==> src/rtl/core_pkg.sv <==
// Shared fetch-stage definitions: controller states, XLEN, NOP encoding and PC step.
package core_pkg;

  localparam int XLEN = 32;
  localparam logic [XLEN-1:0] NOP_INSTR = 32'h0000_0013;
  localparam logic [XLEN-1:0] PC_INC = 32'd4;

  typedef enum logic [1:0] {
    LOAD = 2'd0,
    RUN  = 2'd1,
    HALT = 2'd2
  } fetch_state_e;

endpackage

==> src/rtl/if_id_reg.sv <==
// IF/ID pipeline register with capture, NOP-inject flush and valid-only kill.
module if_id_reg
  import core_pkg::*;
#(
  parameter logic [XLEN-1:0] NOP = core_pkg::NOP_INSTR
) (
  input  logic            clk,
  input  logic            rst_n,
  input  logic            capture,
  input  logic            flush,
  input  logic            kill,
  input  logic [XLEN-1:0] instr_in,
  input  logic [XLEN-1:0] pc_in,
  output logic [XLEN-1:0] instr,
  output logic [XLEN-1:0] pc,
  output logic            valid
);

  logic [XLEN-1:0] instr_reg;
  logic [XLEN-1:0] pc_reg;
  logic            valid_reg;

  // flush replaces the instruction with a NOP; kill only drops the valid bit
  always_ff @(posedge clk or negedge rst_n) begin
    if (!rst_n) begin
      instr_reg <= NOP;
      pc_reg    <= '0;
      valid_reg <= 1'b0;
    end else if (flush) begin
      instr_reg <= NOP;
      valid_reg <= 1'b0;
    end else if (kill) begin
      valid_reg <= 1'b0;
    end else if (capture) begin
      instr_reg <= instr_in;
      pc_reg    <= pc_in;
      valid_reg <= 1'b1;
    end
  end

  assign instr = instr_reg;
  assign pc    = pc_reg;
  assign valid = valid_reg;

endmodule

==> src/rtl/imem_fetch_ctrl.sv <==
// Instruction-memory loader arbiter and fetch sequencer: LOAD owns the write port,
// RUN walks the PC into the IF/ID register, HALT parks until a new load is requested.
module imem_fetch_ctrl
  import core_pkg::*;
#(
  parameter int              DEPTH     = 64,
  parameter int              AW        = 6,
  parameter logic [XLEN-1:0] RESET_PC  = 32'h0000_0000,
  parameter logic [XLEN-1:0] NOP_INSTR = core_pkg::NOP_INSTR
) (
  input  logic            clk,
  input  logic            rst_n,
  input  logic            ld_valid,
  output logic            ld_ready,
  input  logic [XLEN-1:0] ld_addr,
  input  logic [XLEN-1:0] ld_data,
  input  logic            ld_last,
  output logic            mem_we,
  output logic [AW-1:0]   mem_addr,
  output logic [XLEN-1:0] mem_wdata,
  input  logic [XLEN-1:0] mem_rdata,
  input  logic            stall,
  input  logic            redirect_valid,
  input  logic [XLEN-1:0] redirect_pc,
  input  logic            halt_req,
  input  logic            start_load,
  output logic [XLEN-1:0] pc_if,
  output logic [XLEN-1:0] instr_id,
  output logic [XLEN-1:0] pc_id,
  output logic            id_valid,
  output logic            running,
  output logic            fault
);

  localparam logic [XLEN-1:0] MEM_BYTES = XLEN'(DEPTH * 4);

  fetch_state_e    state_reg, state_next;
  logic [XLEN-1:0] pc_reg, pc_next;
  logic            fault_reg, fault_next;
  logic            id_capture, id_flush, id_kill;
  logic            ld_addr_ok, fetch_bad;

  assign ld_addr_ok = (ld_addr[1:0] == 2'b00) && (ld_addr < MEM_BYTES);
  assign fetch_bad  = (pc_reg[1:0] != 2'b00) || (pc_reg >= MEM_BYTES);

  // rst_n gates the strobe so no write can slip through while reset is held
  assign ld_ready  = (state_reg == LOAD);
  assign mem_we    = rst_n && ld_ready && ld_valid && ld_addr_ok;
  assign mem_addr  = ld_ready ? ld_addr[AW+1:2] : pc_reg[AW+1:2];
  assign mem_wdata = ld_data;
  assign running   = (state_reg == RUN);
  assign pc_if     = pc_reg;
  assign fault     = fault_reg;

  always_ff @(posedge clk or negedge rst_n) begin
    if (!rst_n) begin
      state_reg <= LOAD;
      pc_reg    <= RESET_PC;
      fault_reg <= 1'b0;
    end else begin
      state_reg <= state_next;
      pc_reg    <= pc_next;
      fault_reg <= fault_next;
    end
  end

  always_comb begin
    state_next = state_reg;
    pc_next    = pc_reg;
    fault_next = fault_reg;
    id_capture = 1'b0;
    id_flush   = 1'b0;
    id_kill    = 1'b0;
    case (state_reg)
      LOAD: begin
        if (ld_valid) begin
          if (!ld_addr_ok) fault_next = 1'b1;
          if (ld_last) begin
            state_next = RUN;
            pc_next    = RESET_PC;
            id_kill    = 1'b1;
          end
        end
      end
      RUN: begin
        if (halt_req) begin
          state_next = HALT;
          id_flush   = 1'b1;
        end else if (redirect_valid) begin
          pc_next  = redirect_pc;
          id_flush = 1'b1;
        end else if (fetch_bad) begin
          state_next = HALT;
          fault_next = 1'b1;
          id_kill    = 1'b1;
        end else if (!stall) begin
          pc_next    = pc_reg + PC_INC;
          id_capture = 1'b1;
        end
      end
      HALT: begin
        if (start_load) begin
          state_next = LOAD;
          fault_next = 1'b0;
        end
      end
      default: state_next = LOAD;
    endcase
  end

  if_id_reg #(
    .NOP(NOP_INSTR)
  ) u_if_id (
    .clk     (clk),
    .rst_n   (rst_n),
    .capture (id_capture),
    .flush   (id_flush),
    .kill    (id_kill),
    .instr_in(mem_rdata),
    .pc_in   (pc_reg),
    .instr   (instr_id),
    .pc      (pc_id),
    .valid   (id_valid)
  );

endmodule

==> config.mk <==
export PLATFORM = sky130hd
export DESIGN_NAME = imem_fetch_ctrl
export DESIGN_NICKNAME = d
export VERILOG_FILES = /design/src/rtl/core_pkg.sv /design/src/rtl/if_id_reg.sv /design/src/rtl/imem_fetch_ctrl.sv
export SDC_FILE = /design/constraint.sdc
export NUM_CORES = 1
export LEC_CHECK = 0
export ABC_AREA = 0
export BUFFER_PORTS_ARGS = -buffer_cell sky130_fd_sc_hd__buf_2
export CAP_MARGIN = 20
export CELL_PAD_IN_SITES_DETAIL_PLACEMENT = 2
export CELL_PAD_IN_SITES_GLOBAL_PLACEMENT = 2
export CORE_UTILIZATION = 26
export CTS_CLUSTER_DIAMETER = 30
export CTS_CLUSTER_SIZE = 10
export DETAILED_ROUTE_END_ITERATION = 6
export GPL_TIMING_DRIVEN = 0
export PLACE_DENSITY_LB_ADDON = 0.1
export SLEW_MARGIN = 20
export SYNTH_ARGS = -nofsm -noshare
export SYNTH_HDL_FRONTEND = slang
export SYNTH_SLANG_ARGS = --single-unit
export TNS_END_PERCENT = 50
==> constraint.sdc <==
create_clock -name clk -period 4.86 [get_ports clk]
set_clock_uncertainty 0.2 [all_clocks]
set_input_delay 0.243 -clock clk [delete_from_list [all_inputs] [get_ports clk]]
set_output_delay 0.243 -clock clk [all_outputs]
set_load 0.005 [all_outputs]
==> summary.txt, run 1 <==
Global route
  • Vias in the first global route: a little over 5000
  • Largest net degree at the start of global routing: 56
  • First-pass GRT wire length: roughly 29000 µm
  • Initial antenna violation count: 0
  • GRT Overall Usage: just over 20%
  • Remaining Overflow, GRT: 0

Timing
  • Final setup violating endpoints: 0
  • Setup tns final: 0 ns
  • Final hold vios: 0
  • Ratio of final minimum period to clock period: between 50% and 60%
  • Final Slew Violations: 0
  • FMAX: roughly 350 MHz
  • RSZ-0062 raised after global routing: false
  • Slew Limit Headroom: between 30% and 40%
  • Min Tclk post-route: approximately 2.8 ns
  • Worst-margin pin slew: about 0.9 ns

Drt
  • Vias: roughly 4600
  • DR WL/cell: just under 20 µm
  • Residual DRC: 0
  • Vias per cell: a little under 5
  • DRT iter0 DRCs: 133
  • Final antenna-violating net count: 0
  • Drt total wl: 18200 µm
  • Drt pass-1 iters: 4

CTS
  • CTS tree: done
  • Skew-Pair Late Insertion Delay: about 0.35 ns
  • Clock buffer count from CTS: 9
  • Clk buf depth: 2
  • Clk root buf: clkbuf_16
  • # resized after CTS: 0
  • # H-tree levels: 3
  • Clock Sinks: 100
  • Reg clk slew, reported paths: roughly 0.080 ns

Power
  • Leakage: 0.00365 µW
  • Peak VDD IR: 0.000212 V
  • Power Density: 389 nW/µm²

Critical path
  • Critical path fanouts, max: 10
  • CP Capture Type: register
  • CP arrival: between 2 and 3 ns
  • CP Class: reg2reg
  • Req. time, crit path: just under 5 ns
  • Startpoint types: register

Logic synthesis
  • Ranking of synthesized cells by area: dfrtp_1, a22o_1, buf_4
  • Synth Register Bits: 100
  • Synthesized instance count: between 400 and 500
  • Fraction of registers with async set/reset: 100%
  • Primary FF master, synth: dfrtp_1
  • EDFF count, synth: 0
  • Synth cell types: 47
  • Post-synthesis average cell area: approximately 11 µm²
  • Syn Nets: between 500 and 600
  • Biggest area consumer among synthesized cells: dfrtp_1
  • Synth top area share: about 53%
  • Seq/Total Area, Yosys: a little under three fifths
  • Post-synthesis instance area: roughly 4500 µm²
  • Ys Warns: 0

Place
  • Post-Place Cells: approximately 900
  • Post-DP HPWL: around 13000 µm
  • Port buffer count: between 200 and 250
  • GP Congestion: between 0.8 and 0.9

Worst hold path
  • Hold Crit Class: in2reg

Layout
  • Most frequent cells in the layout: buf_2, dfrtp_1, dlygate4sd3_1
  • Area growth, synth to finish: 52.0%
  • Antenna Cells: 0
  • Fin nets: about 860
  • Most common cell after layout, fill and taps aside: buf_2
  • Proportion of layout cells with a drive suffix above 1: a little over two fifths
  • Fill count: between 1500 and 2000
  • Finished Layout Cells: 950

Floorplanning
  • Chip Height: about 130 µm
  • Die Area: 18000 µm²
  • Die X-Extent: roughly 130 µm
  • Core Area: ~17000 µm²
  • Rows: 47
  • Initial Util: a little over a quarter
  • IO Pins: about 280

Run status
  • Status: finished clean

Flow run
  • Max Cap Viol: 0
## routing by layer
| layer | GRT usage (%) | part of all wire [%] | vias to the layer above |
|---|---|---|---|
| li1 | - | - | 2097 |
| met1 | 25.4 | 43 | 2274 |
| met2 | 36.0 | 51 | 175 |
| met3 | 3.63 | 5.4 | 23 |
| met4 | 5.99 | 1.5 | 0 |
| met5 | 0 | 0 | - |
## where the power goes
part | total (µW) | switching [µW] | internal [µW]
Sequential | 1100 | 133 | 965
Clock | 712 | 351 | 361
Combinational | 876 | 486 | 391
## layout make-up
type	count	area, µm²	share of cell area, %
clock inverter	7	70.1	1.01
tap	220	275	3.98
inverter	7	26.3	0.380
buffer	56	349	5.05
clock buffer	9	225	3.26
timing repair buffer	298	1800	26.0
sequential	100	2510	36.3
multi-input combinational	253	1670	24.1
## cells by family after synthesis
family	Yosys count	synth area share, %
AND/OR/NAND/NOR	128	15.3
AO/OA/AOI/OAI	111	17.9
flip-flops	100	55.1
buffers and inverters	63	8.26
multiplexers	12	2.92
adder cells (fa/ha/maj)	2	0.550
## through the flow
step           utilization, %  area, µm²  setup slack [ns]  hold WS [ns]  power (µW)
6_report                 41.1       6910              2.03        0.0148        2690
5_1_grt                  41.1       6910              1.88        0.0292        2870
4_1_cts                  41.1       6910              2.07       0.00282        2730
3_5_place_dp             36.1       6070              2.11       0.00815        1960
3_3_place_gp             35.9       6030              1.90         0.259        1920
2_1_floorplan               -       4550              2.65        -0.253        1520
## cell usage after synthesis, types with 3 or more instances
cell	number
buf_4	33
and3_1	5
o21ai_1	3
a22oi_1	6
dfstp_2	3
o211ai_1	3
a2bb2oi_1	6
a21o_1	4
a211oi_1	3
nand2_1	24
nand3_1	11
nor4_1	16
nor3_1	13
o21ai_0	14
o22ai_1	3
nand4_1	5
mux2_2	9
a21oi_1	17
clkbuf_1	15
a22o_1	40
inv_1	7
buf_2	6
dfrtp_1	97
and2_1	28
o22a_1	4
nor2_1	15
## timing repair
action                    in CTS  in global routing
hold endpoints to repair      99                  0
hold buffers                  55                  0
setup buffers                  0                  0
## critical path, stage by stage, from the launching register on
cell and delay (ns):
dfrtp_1 0.47, nor4_1 0.46, nand3_1 0.31, nor3_2 0.40, nand3_2 0.32, buf_6 0.24
mux2_1 0.30
## path summary, 6_finish.rpt
| check | startpoint | end | slack (ns) | depth (start not counted) |
|---|---|---|---|---|
| setup / recovery | pc_if[17]$_DFFE_PN0P_ | u_if_id.pc[7]$_DFFE_PN0P_ | 2.03 | 6 |
| hold / removal | redirect_pc[25] | pc_if[25]$_DFFE_PN0P_ | 0.01 | 3 |
| setup reg to reg | pc_if[17]$_DFFE_PN0P_ | u_if_id.pc[7]$_DFFE_PN0P_ | 2.03 | 6 |
| hold reg to reg | u_if_id.pc[13]$_DFFE_PN0P_ | u_if_id.pc[13]$_DFFE_PN0P_ | 0.28 | 1 |
| max in group asynchronous | rst_n | pc_if[25]$_DFFE_PN0P_ | 3.63 | 3 |
| min in group asynchronous | rst_n | u_if_id.instr[25]$_DFFE_PN0P_ | 0.20 | 2 |
Power figures use the tool's default switching activity.
==> run 2, diff against run 1 <==
--- a/config.mk
+++ b/config.mk
@@ -10,7 +10,7 @@
 export CAP_MARGIN = 20
 export CELL_PAD_IN_SITES_DETAIL_PLACEMENT = 2
 export CELL_PAD_IN_SITES_GLOBAL_PLACEMENT = 2
-export CORE_UTILIZATION = 26
+export CORE_UTILIZATION = 22
 export CTS_CLUSTER_DIAMETER = 30
 export CTS_CLUSTER_SIZE = 10
 export DETAILED_ROUTE_END_ITERATION = 6
==> constraint.sdc (replaced) <==
create_clock -name clk -period 2.6 [get_ports clk]
set_clock_uncertainty 0.2 [all_clocks]
set_input_delay 0.13 -clock clk [delete_from_list [all_inputs] [get_ports clk]]
set_output_delay 0.13 -clock clk [all_outputs]
set_load 0.005 [all_outputs]
==> run 2 against run 1 <==
Highest routed layer unchanged; first-iteration DRC count grew 9.8%; total power increased by 100%; sequential power up 91%.
==> summary.txt, run 2 (same netlist as run 1, synthesis figures left out) <==
Run status
  • Status: finished clean

Place
  • Post-Place Cells: approximately 930
  • Post-DP Area: 6130 µm²
  • Post-DP HPWL: 13600 µm
  • GP Congestion: between 0.8 and 0.9
  • Port buffer count: ~240

CTS
  • Clk root buf: clkbuf_16
  • Reg clk slew, reported paths: ~0.070 ns
  • Clock buffer count from CTS: 9
  • # H-tree levels: 3
  • CTS tree: done
  • Clock Sinks: 100
  • Clk buf depth: 2
  • Skew-Pair Late Insertion Delay: approximately 0.35 ns

Timing
  • Final hold vios: 0
  • Min Tclk post-route: roughly 2.5 ns
  • Setup tns final: 0 ns
  • Final Slew Violations: 0
  • Hold WS: about 0.028 ns
  • Slew Limit Headroom: approximately two fifths
  • Final setup violating endpoints: 0
  • Worst-margin pin slew: 0.883 ns
  • Ratio of final minimum period to clock period: roughly 95%
  • FMAX: around 400 MHz

Drt
  • Final antenna-violating net count: 0
  • Vias per cell: approximately 4.6
  • Vias: 4665
  • Residual DRC: 0
  • Drt total wl: 18900 µm
  • DRT iter0 DRCs: between 100 and 150
  • Drt pass-1 iters: 4
  • DR WL/cell: 18.6 µm

Critical path
  • Top cell family by delay on the critical path: simple AND/OR/NAND/NOR gates
  • Slowest CP cell: dfrtp_1
  • CP Capture Type: register
  • CP bufs+invs: 2
  • Startpoint types: register
  • CP arrival: between 2 and 3 ns
  • Critical path fanouts, max: 10
  • Req. time, crit path: between 2 and 3 ns
  • Crit path cell chain: nor4_1 -> nand3_2 -> nor3_4 -> o21ai_1 -> clkbuf_4 -> clkbuf_4 -> a22o_1
  • Crit path top cell by count: clkbuf_4
  • Delay of the slowest cell on the worst path: roughly 0.44 ns
  • CP Class: reg2reg

Global route
  • Vias in the first global route: 5108
  • Initial antenna violation count: 0
  • Remaining Overflow, GRT: 0
  • Largest net degree at the start of global routing: 59
  • First-pass GRT wire length: just under 30000 µm
  • GRT Overall Usage: 17.9%

Floorplanning
  • Initial Util: around 22%
  • Die Area: between 20000 and 25000 µm²
  • IO Pins: 275
  • Chip Height: between 100 and 150 µm
  • Core Area: roughly 20000 µm²
  • Rows: 52
  • Die X-Extent: about 150 µm

Layout
  • Proportion of layout cells with a drive suffix above 1: 44.1%
  • Fin nets: about 880
  • Area growth, synth to finish: 59.3%
  • Most common cell after layout, fill and taps aside: buf_2
  • Finished Cell Area: a little over 7000 µm²
  • Antenna Cells: 0
  • Fill count: ~2300
  • Finished Layout Cells: approximately 1000
  • Most frequent cells in the layout: buf_2, dfrtp_1, dlygate4sd3_1

Power
  • Peak VDD IR: 0.000370 V
  • Leakage: 0.00378 µW
  • Power Density: roughly 750 nW/µm²
  • Overall Power: 5420 µW

Worst hold path
  • Hold Crit Class: in2reg

Flow run
  • Max Cap Viol: 0
==> run 2: cell count changes in the layout (fill, tap and decap cells not counted), moves of 2 or more <==
cell | before | now
clkbuf_4 | 0 | 2
nor4_4 | 0 | 2
buf_2 | 247 | 245
buf_4 | 33 | 39
dlygate4sd3_1 | 55 | 70
nor4_1 | 16 | 11
clkbuf_1 | 15 | 9
nor4_2 | 1 | 4
clkbuf_2 | 0 | 3
==> run 2: metal layers <==
| layer | up-vias | track usage [%] | wire, µm | share of wire (%) |
|---|---|---|---|---|
| met3 | 11 | 3.76 | 881 | 4.7 |
| met1 | 2342 | 22.9 | 8540 | 45 |
| met2 | 167 | 30.7 | 9310 | 49 |
| li1 | 2145 | - | - | - |
| met5 | - | 0 | 0 | 0 |
| met4 | 0 | 4.11 | 199 | 1.1 |
==> run 2: final timing paths <==
| path | cells past startpoint | slack, ns | end | from |
|---|---|---|---|---|
| worst max-delay path | 7 | 0.13 | u_if_id.instr[30]$_DFFE_PN0P_ | pc_if[15]$_DFFE_PN0P_ |
| worst min-delay path | 3 | 0.03 | u_if_id.valid$_DFFE_PN0P_ | ld_valid |
| worst max register to register | 7 | 0.13 | u_if_id.instr[30]$_DFFE_PN0P_ | pc_if[15]$_DFFE_PN0P_ |
| worst min register to register | 1 | 0.28 | u_if_id.pc[22]$_DFFE_PN0P_ | u_if_id.pc[22]$_DFFE_PN0P_ |
| max in group asynchronous | 3 | 1.46 | u_if_id.instr[0]$_DFFE_PN1P_ | rst_n |
| min in group asynchronous | 2 | 0.06 | u_if_id.instr[25]$_DFFE_PN0P_ | rst_n |
==> run 2: final cells by class <==
type	count	area, µm²	share of cell area, %
plain buffers	53	347	4.78
multi-input cells	253	1730	23.8
clock buffers	10	239	3.30
inverters	7	26.3	0.363
flip-flops and latches	100	2510	34.6
well taps	270	338	4.66
repair buffers	319	1990	27.5
clock inverters	6	70.1	0.967
==> run 2: through the flow <==
stage	util [%]	setup slack [ns]
finish	35.8	0.130
global placement	30.1	-0.234
detailed placement	30.3	-0.121
CTS	35.5	0.00929
global route	35.8	-0.0294
floorplan	-	0.388
==> run 2: worst register-to-register path: cells and delay by family, from the launching register on <==
kind | cells | cell delay, ns
AND/OR/NAND/NOR | 3 | 0.91
AO/OA/AOI/OAI | 2 | 0.40
flip-flops | 1 | 0.44
buffers and inverters | 2 | 0.42
==> run 2: what timing repair did <==
action	CTS	global route
cloned	0	0
setup endpoints to repair	46	52
hold endpoints to repair	166	0
hold buffers	70	0
resized for setup	7	9
pin swaps	1	3
setup buffers	2	4
==> run 2: power by group <==
part           leakage (µW)  internal (µW)  switching (µW)
clock network      0.000153            782             642
logic               0.00225            921             980
registers           0.00137           1800             296
==> run 3, diff against run 2 <==
--- a/config.mk
+++ b/config.mk
@@ -5,9 +5,8 @@
 export SDC_FILE = /design/constraint.sdc
 export NUM_CORES = 1
 export LEC_CHECK = 0
-export ABC_AREA = 0
+export ABC_AREA = 1
 export BUFFER_PORTS_ARGS = -buffer_cell sky130_fd_sc_hd__buf_2
-export CAP_MARGIN = 20
 export CELL_PAD_IN_SITES_DETAIL_PLACEMENT = 2
 export CELL_PAD_IN_SITES_GLOBAL_PLACEMENT = 2
 export CORE_UTILIZATION = 22
==> run 3 against run 2 <==
Clock-buffer cell count stayed put; highest routed layer unchanged; largest cell class unchanged; final cell count is 32% higher; critical endpoint is now state_reg[1]$_DFFE_PN0P_; register-to-register slack better by 0.12 ns; design area is 11% higher; non-clock buffer count is 1 higher.
==> summary.txt, run 3 <==
Logic synthesis
  • Most common cell in the netlist: nand2_1
  • EDFF count, synth: 0
  • Syn Nets: roughly 830
  • Ys Warns: 0
  • Fraction of registers with async set/reset: between 90% and 100%
  • Synth top cells by count: nand2_1, dfrtp_1, inv_1
  • Seq/Total Area, Yosys: roughly 47%
  • Synth cell types: 36
  • Post-synthesis instance area: roughly 5400 µm²
  • Ranking of synthesized cells by area: dfrtp_1, nand2_1, nand3_1
  • Synthesized instance count: roughly 700
  • Post-synthesis average cell area: about 8 µm²
  • Synth Register Bits: 100
  • Synth top area share: about 45%
  • Primary FF master, synth: dfrtp_1
  • Biggest area consumer among synthesized cells: dfrtp_1

Drt
  • Routed wl met3: 1290 µm
  • Vias per cell: 4.34
  • DR WL/cell: 16.4 µm
  • Vias: ~5800
  • Drt pass-1 iters: 5
  • Final antenna-violating net count: 0
  • Length of routed wiring on met1: 9880 µm
  • DRT iter0 DRCs: about 190
  • Drt total wl: 22100 µm
  • Met2 wire length: about 11000 µm
  • Residual DRC: 0
  • DR top layer: met4

Critical path
  • Cells on worst reg2reg path: 9
  • Delay of the slowest cell on the worst path: 0.57 ns
  • Crit path top cell by count: nand3_1
  • Startpoint types: register
  • CP arrival: approximately 2.4 ns
  • Req. time, crit path: 2.64 ns
  • CP Capture Type: register
  • Crit path cell chain: inv_1 -> ha_1 -> nand3_1 -> nor2_1 -> nor2_2 -> nand3_1 -> nand2_1 -> nand3_1 -> dlygate4sd3_1
  • CP Class: reg2reg
  • Slowest CP cell: dlygate4sd3_1
  • Critical path fanouts, max: 6

Place
  • Pre-CTS WS: roughly 0.16 ns
  • Post-DP HPWL: about 16000 µm
  • GP Congestion: slightly below 0.8
  • Post-DP Area: 7030 µm²
  • Port buffer count: around 240

Timing
  • FMAX: around 430 MHz
  • Slew Limit Headroom: 55.6%
  • Final setup violating endpoints: 0
  • Min Tclk post-route: ~2.3 ns
  • Setup tns final: 0 ns
  • Ratio of final minimum period to clock period: between 90% and 100%
  • Final Slew Violations: 0
  • Final hold vios: 0
  • Worst-margin pin slew: ~0.66 ns
  • Worst setup margin: 0.251 ns
  • RSZ-0062 raised after global routing: false

Power
  • Power Density: between 500 and 600 nW/µm²
  • Peak VDD IR: ~0.00033 V
  • Leakage: around 0.0046 µW
  • Overall Power: between 4000 and 5000 µW

Layout
  • Area growth, synth to finish: 48.8%
  • Proportion of layout cells with a drive suffix above 1: 33.6%
  • Fin nets: about 1200
  • Finished Core Util: between 30 and 40%
  • Most common cell after layout, fill and taps aside: buf_2
  • Most frequent cells in the layout: buf_2, nand2_1, dfrtp_1
  • Finished Cell Area: about 8000 µm²

Global route
  • First-pass GRT wire length: between 30000 and 40000 µm
  • Remaining Overflow, GRT: 0
  • Largest net degree at the start of global routing: 53
  • GRT Overall Usage: about 18%
  • Vias in the first global route: 6181
  • Initial antenna violation count: 1

Floorplanning
  • Die Area: around 25000 µm²
  • Chip Height: roughly 160 µm
  • Rows: 56
  • IO Pins: 275
  • Initial Util: 22.7%
  • Die X-Extent: ~160 µm
  • Core Area: approximately 24000 µm²

CTS
  • Clock buffer count from CTS: 9
  • Setup Buffers After CTS: 0
  • # H-tree levels: 3
  • Reg clk slew, reported paths: about 0.070 ns
  • Clk buf depth: 2
  • Skew-Pair Late Insertion Delay: about 0.36 ns
  • Clk root buf: clkbuf_16
  • Clock Sinks: 100
  • CTS tree: done

Flow run
  • Max Cap Viol: 0

Worst hold path
  • Hold Crit Class: in2reg
  • Hold depth: 4

Run status
  • Status: finished clean
-- run 3: cell types whose count changed in the layout (fill, tap and decap cells not counted), moves of 9 or more --
cell / previous run / this run
a22o_1: 40 / 0
and2_1: 28 / 0
inv_1: 7 / 73
mux2_2: 9 / 0
nand2_1: 24 / 218
nand3_1: 10 / 61
nand4_1: 5 / 43
nor2_1: 15 / 52
nor3_1: 13 / 3
nor4_1: 11 / 0
-- run 3: area by class of cell --
| type | count | area, µm² |
|---|---|---|
| diodes | 2 | 5.00 |
| plain buffers | 60 | 427 |
| clock buffers | 10 | 229 |
| clock inverters | 6 | 48.8 |
| fillers | 2768 | 15700 |
| inverters | 81 | 304 |
| multi-input cells | 452 | 2150 |
| flip-flops and latches | 100 | 2510 |
| well taps | 319 | 399 |
| repair buffers | 313 | 1950 |
-- run 3: final timing paths --
| check | slack [ns] | to | start |
|---|---|---|---|
| min in group asynchronous | 0.08 | u_if_id.pc[15]$_DFFE_PN0P_ | rst_n |
| max reg2reg | 0.25 | state_reg[1]$_DFFE_PN0P_ | pc_if[2]$_DFFE_PN0P_ |
| max in group asynchronous | 1.43 | pc_if[28]$_DFFE_PN0P_ | rst_n |
| min | 0.07 | u_if_id.valid$_DFFE_PN0P_ | ld_valid |
| max | 0.25 | state_reg[1]$_DFFE_PN0P_ | pc_if[2]$_DFFE_PN0P_ |
| min reg2reg | 0.27 | u_if_id.pc[9]$_DFFE_PN0P_ | u_if_id.pc[9]$_DFFE_PN0P_ |
-- run 3: stage by stage --
| step | std cells | hold WS [ns] |
|---|---|---|
| final | 1343 | 0.0701 |
| after global placement | 1254 | 0.181 |
| after floorplan | 693 | -0.366 |
| after CTS | 1341 | 0.0708 |
| after detailed placement | 1255 | -0.0721 |
| after global routing | 1342 | 0.104 |
-- run 3: routing by layer --
metal | up-vias | global-route usage, %
li1 | 2846 | -
met1 | 2795 | 22.4
met2 | 174 | 30.9
met3 | 14 | 4.46
met4 | 0 | 3.75
met5 | - | 0
-- run 3: power breakdown --
part           internal (µW)  switching (µW)  leakage, µW
clock                    664             675     0.000131
combinational            569             885      0.00309
sequential              1690             145      0.00137
-- run 3: cell families (layout without fill, tap and decap cells) --
group                      Yosys count  after routing  synth area share, %
buffers and inverters              141            470                 13.6
DFF                                100            100                 46.6
adders and majority gates            2              2                0.465
AOI/OAI and AO/OA                   56             56                 6.76
other                                0              2                    0
and+or+nand+nor                    394            394                 32.6
-- run 3: critical path: cells and delay by family (launching register included) --
kind / cells / cell delay (ns)
simple gates: 6 / 0.67
flops: 1 / 0.42
fa+ha+maj: 1 / 0.23
buf+inv: 2 / 0.73
-- run 3: repair_timing --
action | CTS | global route
endpoints found under the hold margin | 143 | 0
gates resized for setup | 0 | 0
hold buffers | 70 | 0
